**src/rtl/calc_pkg.sv**
```systemverilog
// Shared definitions for the calculator arithmetic sequencer: op codes,
// sequencer state encoding and the default operand width.
package calc_pkg;

   localparam int W_DEFAULT = 16;

   localparam logic [2:0] OP_ADD  = 3'b000;
   localparam logic [2:0] OP_SUB  = 3'b001;
   localparam logic [2:0] OP_MUL  = 3'b010;
   localparam logic [2:0] OP_DIV  = 3'b011;
   localparam logic [2:0] OP_SQRT = 3'b100;

   typedef enum logic [1:0] {
      IDLE = 2'd0,
      CALC = 2'd1,
      FIN  = 2'd2
   } seq_state_t;

endpackage

```
**src/rtl/calc_iter_dp.sv**
```systemverilog
// Shared shift/accumulate register set with one iteration step for
// shift-add multiply, restoring divide and digit-by-digit square root.
module calc_iter_dp
   import calc_pkg::*;
#(
   parameter int W = W_DEFAULT
) (
   input  logic           clk,
   input  logic           rst,
   input  logic           clr,
   input  logic           load,
   input  logic           step,
   input  logic [2:0]     op,
   input  logic [W-1:0]   a,
   input  logic [W-1:0]   b,
   output logic [2*W-1:0] next_result
);

   // r_hi: partial product high half / remainder; r_lo: multiplier,
   // dividend-quotient or radicand; r_d: multiplicand, divisor or root.
   logic [W:0]   r_hi, n_hi;
   logic [W-1:0] r_lo, n_lo;
   logic [W-1:0] r_d, n_d;
   logic [W:0]   sum, shl, trial;

   always_comb begin
      n_hi        = r_hi;
      n_lo        = r_lo;
      n_d         = r_d;
      sum         = '0;
      shl         = '0;
      trial       = '0;
      next_result = '0;
      case (op)
         OP_MUL: begin
            sum          = r_hi + {1'b0, (r_lo[0] ? r_d : {W{1'b0}})};
            {n_hi, n_lo} = {1'b0, sum, r_lo[W-1:1]};
            next_result  = {n_hi[W-1:0], n_lo};
         end
         OP_DIV: begin
            shl   = {r_hi[W-1:0], r_lo[W-1]};
            trial = shl - {1'b0, r_d};
            if (shl >= {1'b0, r_d}) begin
               n_hi = trial;
               n_lo = {r_lo[W-2:0], 1'b1};
            end else begin
               n_hi = shl;
               n_lo = {r_lo[W-2:0], 1'b0};
            end
            next_result = {n_hi[W-1:0], n_lo};
         end
         OP_SQRT: begin
            // Bring down the next two radicand bits and try root*4+1.
            shl   = {r_hi[W-2:0], r_lo[W-1:W-2]};
            trial = {r_d[W-2:0], 2'b01};
            n_lo  = {r_lo[W-3:0], 2'b00};
            if (shl >= trial) begin
               n_hi = shl - trial;
               n_d  = {r_d[W-2:0], 1'b1};
            end else begin
               n_hi = shl;
               n_d  = {r_d[W-2:0], 1'b0};
            end
            next_result = {{W{1'b0}}, n_d};
         end
         default: ;
      endcase
   end

   always_ff @(posedge clk or negedge rst) begin
      if (!rst) begin
         r_hi <= '0;
         r_lo <= '0;
         r_d  <= '0;
      end else if (clr) begin
         r_hi <= '0;
         r_lo <= '0;
         r_d  <= '0;
      end else if (load) begin
         r_hi <= '0;
         case (op)
            OP_MUL: begin
               r_lo <= b;
               r_d  <= a;
            end
            OP_SQRT: begin
               r_lo <= a;
               r_d  <= '0;
            end
            default: begin
               r_lo <= a;
               r_d  <= b;
            end
         endcase
      end else if (step) begin
         r_hi <= n_hi;
         r_lo <= n_lo;
         r_d  <= n_d;
      end
   end

endmodule

```
**src/rtl/calc_op_sequencer.sv**
```systemverilog
// Runs one arithmetic operation per start request: add/sub directly, and
// mul/div/sqrt through the iterative datapath, then pulses done.
module calc_op_sequencer
   import calc_pkg::*;
#(
   parameter int W = W_DEFAULT
) (
   input  logic           clk,
   input  logic           rst,
   input  logic           start,
   input  logic           abort,
   input  logic [2:0]     op,
   input  logic [W-1:0]   a,
   input  logic [W-1:0]   b,
   output logic           busy,
   output logic           done,
   output logic [2*W-1:0] result,
   output logic           neg,
   output logic           err,
   output seq_state_t     dbg_state
);

   localparam int CW = $clog2(W + 1);

   // Request protocol: start is a pulse honoured only in IDLE (never queued);
   // done is a one-cycle pulse and result/neg/err stay held until the next
   // accepted start, an abort or reset. Abort overrides start.
   seq_state_t     state;
   logic [W-1:0]   a_q, b_q;
   logic [2:0]     op_q;
   logic [CW-1:0]  cnt;
   logic           dp_load, dp_step;
   logic [2:0]     dp_op;
   logic [2*W-1:0] dp_next;

   function automatic logic [CW-1:0] iter_count(input logic [2:0] o);
      case (o)
         OP_MUL, OP_DIV: return CW'(W);
         OP_SQRT:        return CW'(W / 2);
         default:        return '0;
      endcase
   endfunction

   assign dp_load   = (state == IDLE) && start && !abort;
   assign dp_step   = (state == CALC) && !abort &&
                      ((op_q == OP_MUL) || (op_q == OP_SQRT) ||
                       ((op_q == OP_DIV) && (b_q != '0)));
   assign dp_op     = (state == IDLE) ? op : op_q;
   assign dbg_state = state;

   calc_iter_dp #(.W(W)) u_iter_dp (
      .clk         (clk),
      .rst         (rst),
      .clr         (abort),
      .load        (dp_load),
      .step        (dp_step),
      .op          (dp_op),
      .a           (a),
      .b           (b),
      .next_result (dp_next)
   );

   always_ff @(posedge clk or negedge rst) begin
      if (!rst) begin
         state  <= IDLE;
         a_q    <= '0;
         b_q    <= '0;
         op_q   <= '0;
         cnt    <= '0;
         busy   <= 1'b0;
         done   <= 1'b0;
         result <= '0;
         neg    <= 1'b0;
         err    <= 1'b0;
      end else if (abort) begin
         state  <= IDLE;
         cnt    <= '0;
         busy   <= 1'b0;
         done   <= 1'b0;
         result <= '0;
         neg    <= 1'b0;
         err    <= 1'b0;
      end else begin
         case (state)
            IDLE: begin
               done <= 1'b0;
               if (start) begin
                  a_q    <= a;
                  b_q    <= b;
                  op_q   <= op;
                  cnt    <= iter_count(op);
                  result <= '0;
                  neg    <= 1'b0;
                  err    <= 1'b0;
                  busy   <= 1'b1;
                  state  <= CALC;
               end
            end
            CALC: begin
               case (op_q)
                  OP_ADD: begin
                     result <= {{(W-1){1'b0}}, ({1'b0, a_q} + {1'b0, b_q})};
                     done   <= 1'b1;
                     state  <= FIN;
                  end
                  OP_SUB: begin
                     if (a_q >= b_q) begin
                        result <= {{W{1'b0}}, a_q - b_q};
                     end else begin
                        result <= {{W{1'b0}}, b_q - a_q};
                        neg    <= 1'b1;
                     end
                     done  <= 1'b1;
                     state <= FIN;
                  end
                  OP_MUL, OP_DIV, OP_SQRT: begin
                     if ((op_q == OP_DIV) && (b_q == '0)) begin
                        err   <= 1'b1;
                        done  <= 1'b1;
                        state <= FIN;
                     end else begin
                        cnt <= cnt - CW'(1);
                        if (cnt == CW'(1)) begin
                           result <= dp_next;
                           done   <= 1'b1;
                           state  <= FIN;
                        end
                     end
                  end
                  default: begin
                     err   <= 1'b1;
                     done  <= 1'b1;
                     state <= FIN;
                  end
               endcase
            end
            FIN: begin
               done  <= 1'b0;
               busy  <= 1'b0;
               state <= IDLE;
            end
            default: state <= IDLE;
         endcase
      end
   end

endmodule

```
**config.mk**
```make
export PLATFORM = sky130hd
export DESIGN_NAME = calc_op_sequencer
export DESIGN_NICKNAME = d
export VERILOG_FILES = /design/src/rtl/calc_pkg.sv /design/src/rtl/calc_iter_dp.sv /design/src/rtl/calc_op_sequencer.sv
export SDC_FILE = /design/constraint.sdc
export NUM_CORES = 1
export LEC_CHECK = 0
export ABC_AREA = 0
export CAP_MARGIN = 20
export CORE_MARGIN = 4
export CORE_UTILIZATION = 50
export CTS_CLUSTER_SIZE = 28
export DETAILED_ROUTE_END_ITERATION = 10
export PLACE_DENSITY = 0.79
export SLEW_MARGIN = 10
export SYNTH_ARGS = -nofsm -noshare
export SYNTH_HDL_FRONTEND = slang
export SYNTH_HIERARCHICAL = 1
export SYNTH_SLANG_ARGS = --single-unit
```
**constraint.sdc**
```tcl
create_clock -name clk -period 3.6 [get_ports clk]
set_input_delay 0.72 -clock clk [delete_from_list [all_inputs] [get_ports clk]]
set_output_delay 0.72 -clock clk [all_outputs]
set_load 0.1 [all_outputs]
```
==> results of run 1 <==
worst max-delay path by stage:
| stage | slack [ns] | to | depth (start not counted) |
|---|---|---|---|
| CTS | 0.14 | result[16] | 11 |
| floorplan | 0.16 | u_iter_dp/r_d[0] | 12 |
| finish | 0.14 | result[17] | 10 |
| global route | 0.005 | u_iter_dp/r_hi[15] | 12 |
| global placement | 0.20 | result[6] | 10 |
| detailed placement | 0.17 | result[16] | 11 |
through the flow:
stage	util [%]	area (sq um)	setup slack, ns	power, mW
after CTS	57.8	13600	0.139	8.62
after global routing	57.9	13600	0.00523	9.29
final	57.9	13600	0.138	8.83
after detailed placement	55.3	13000	0.175	6.82
after global placement	55.3	13000	0.204	6.76
after floorplan	-	11900	0.161	5.55
worst register-to-register path, cell delays in order, from the launching register on:
cell and delay [ns]:
dfrtp_1 0.45, inv_1 0.13, ha_1 0.40, a2111oi_4 0.43
a21oi_2 0.14, o41ai_4 0.45, o21ai_2 0.19, buf_4 0.24
mux2i_1 0.15, a211oi_1 0.61, a22o_1 0.22
cell usage after synthesis (all sizes together) (24+ instances only):
library cell	instances	area share, %
inv	80	2.5
a21oi	106	4.7
mux2i	40	3.4
dfrtp	127	27
buf	27	1.6
a22oi	24	1.5
ha	98	10
o21ai	159	6.8
xor2	24	1.8
nand2	190	6.0
nor2	83	2.6
xnor2	35	2.6
clkbuf	59	2.0
a22o	30	2.2
o22ai	26	1.4
power by group through the flow:
stage	sequential [mW]	combinational (mW)	clock (mW)
global placement	1.92	4.83	0
global route	1.96	5.50	1.84
detailed placement	1.94	4.88	0
finish	1.93	5.12	1.78
floorplan	2.08	3.46	0
CTS	1.92	4.91	1.79
layer usage:
layer	share of wire, %	up-vias	global-route usage [%]	wire length (um)
met3	11	142	6.48	4740
met4	6.0	0	16.5	2550
met1	42	5785	45.4	17700
met2	41	801	45.5	17400
li1	-	5452	-	-
met5	0	-	0	0
what timing repair did:
| item | in CTS | in global routing |
|---|---|---|
| resized for setup | 0 | 1 |
| hold buffers | 0 | 0 |
| setup buffers | 0 | 4 |
| setup endpoints to repair | 0 | 2 |
state kept, by name, summed over array words and instances (netlist names), 2 cells and up:
signal	count
a_q	16
b_q	16
cnt	5
dbg_state	2
op_q	3
result	32
u_iter_dp/r_d	16
u_iter_dp/r_hi	17
u_iter_dp/r_lo	16
cell families after synthesis:
group	synth area share [%]
buf+inv	6.04
xor+xnor	4.34
fa+ha+maj	11.1
compound gates	30.9
flops	26.7
simple gates	15.9
mux	4.91
layout make-up:
class                           instances  area share (%)
Clock buffer                           17            3.13
Clock inverter                         15            1.21
Inverter                               80            2.21
Multi-Input combinational cell       1168            59.1
Sequential cell                       127            23.4
Tap cell                              319            2.93
Timing Repair Buffer                  118            8.06
layout by cell type (no fill, tap or decap), types with 12 or more instances in the layout:
cell type and instances:
nand2_1 188, o21ai_0 147, dfrtp_1 127, a21oi_1 101
ha_1 98, nor2_1 81, inv_1 80, clkdlybuf4s50_1 74
buf_4 42, mux2i_1 40, xnor2_1 35, a22o_1 30
o22ai_1 26, xor2_1 24, a22oi_1 24, nor3_1 21
nand3_1 21, and2_1 20, o21a_1 19, a21o_1 19
clkbuf_16 17, mux2_2 15, a31oi_1 15, a221o_1 13
nand4_1 12, o21bai_1 12, a221oi_1 12, a311o_1 12
==> impl_metrics.py, run 1 <==
metrics = {
    "clock_tree": {
        "htreeDepth": 4,
        "worstSkewPairLatency_ns": 0.44,
        "cts.clk_slew.worst_paths_ns": 0.07,
        "cts-root-buf": "clkbuf_16",
        "cts_sinks": 127,
        "cts_buffer_depth": 2,
        "cts_made_buffers": 17,
        "cts_tree": "yes",
    },
    "critical_path": {
        "cp_max_fo": 12,
        "startpoint": "u_iter_dp/r_d[6]",
        "endpoint_kind": "flip-flop",
        "path_cells": "inv_1, ha_1, a2111oi_4, a21oi_2, o41ai_4, o21ai_2, buf_4, mux2i_1, a211oi_1, a22o_1",
        "cp_slowest_cell": "a211oi_1",
        "crit_buf_inv": 2,
        "timing.rr.start": "u_iter_dp/r_d[6]",
        "crit_family": "compound AO/OA/AOI/OAI gates",
        "critical_path_class": "reg -> reg",
        "max_stage_delay_ns": 0.61,
        "cp.required_ns": 3.97,
        "arrival_ns": 3.83,
        "rr_endpoint": "result[17]",
        "r2r_cells": 10,
        "reg2reg_slack_ns": 0.14,
        "startpoint_type": "flip-flop",
    },
    "yosys": {
        "synthFlopType": "dfrtp_1",
        "syn_area_sq_mm": 0.0119,
        "synth_edf_count": 0,
        "synth.avg_cell_area_sq_um": 8.15,
        "synth_cell_types": 97,
        "yosysSeqAreaShare_pct": 26.7,
        "yosys_warnings": 6,
        "netlist_instances": 1461,
        "syn_nets": 1603,
        "synthArstFlopShare_pct": 100,
        "synth-seq-cells": 127,
    },
    "placed_design": {
        "place.gp.congestion": 0.990,
        "dp.cells": 1808,
        "io_buffers": 76,
        "post-dp-hpwl_um": 32300,
    },
    "pwr": {
        "switching_share_pct": 48.7,
        "p_leak_nw": 5.86,
        "p_comb_share_pct": 58.0,
        "sequentialPowerShare_pct": 21.8,
        "cellPowerDensity_mw_per_mm2": 650,
        "pwr-share-clk_pct": 20.1,
        "power.switching_mw": 4.30,
        "irDropWorstVdd_mv": 0.442,
        "internal-power_mw": 4.53,
    },
    "grt": {
        "antenna_found_initial": 0,
        "grt_max_degree": 62,
        "track_usage_pct": 31.8,
        "first_global_vias": 11400,
        "grt_overflow": 0,
        "grt_pass1_wl_um": 65700,
    },
    "layout": {
        "synthToLayoutAreaGrowth_pct": 14.2,
        "seq_area_sq_mm": 0.00318,
        "fill_cells": 2131,
        "multi_input_area_sq_mm": 0.00804,
        "nets": 1654,
        "n_antenna_cell": 0,
        "finalNonFillerCells": 1844,
        "drive_gt1_share_pct": 8.92,
    },
    "sta": {
        "slew_viol_final": 0,
        "finalHoldViolations": 0,
        "setup_tns_ns": 0,
        "fmax_mhz": 289,
        "holdWs_ns": 0.336,
        "max-slew-margin-rel_pct": 26.1,
        "fin_crit_ns": 3.46,
        "period_share_pct": 96.2,
        "rsz0062_at_grt": "no",
        "setup_viol": 0,
        "worst-slew-pin-transition_ns": 1.11,
        "finalClockSkew_ns": 0.0147,
    },
    "min_path": {
        "min_path_type": "in -> async",
    },
    "detailed_routing": {
        "wirelength_um": 42400,
        "routedWlPerCell_um": 23.0,
        "drt_iter0_drc": 1607,
        "via_per_inst": 6.61,
        "ant_nets": 0,
        "drcViolationCount": 0,
        "first_pass_iters": 6,
        "vias": 12200,
    },
    "die": {
        "pin_count": 77,
        "die_area_sq_mm": 0.0264,
        "start_util_pct": 50.7,
        "die_x_um": 162,
        "fp.dieH_um": 162,
        "fp.coreArea_sq_mm": 0.0235,
        "rows": 56,
    },
    "outcome": {
        "status": "finished clean",
    },
    "flow_run": {
        "max_cap_viol_count": 0,
    },
}
Power figures use the tool's default switching activity.
==> inputs of run 2 (changes only) <==
SKIP_LAST_GASP = 1   (was default)
==> results of run 2 <==
Same layout as run 1: the final DEF is identical, and so are final timing and power.
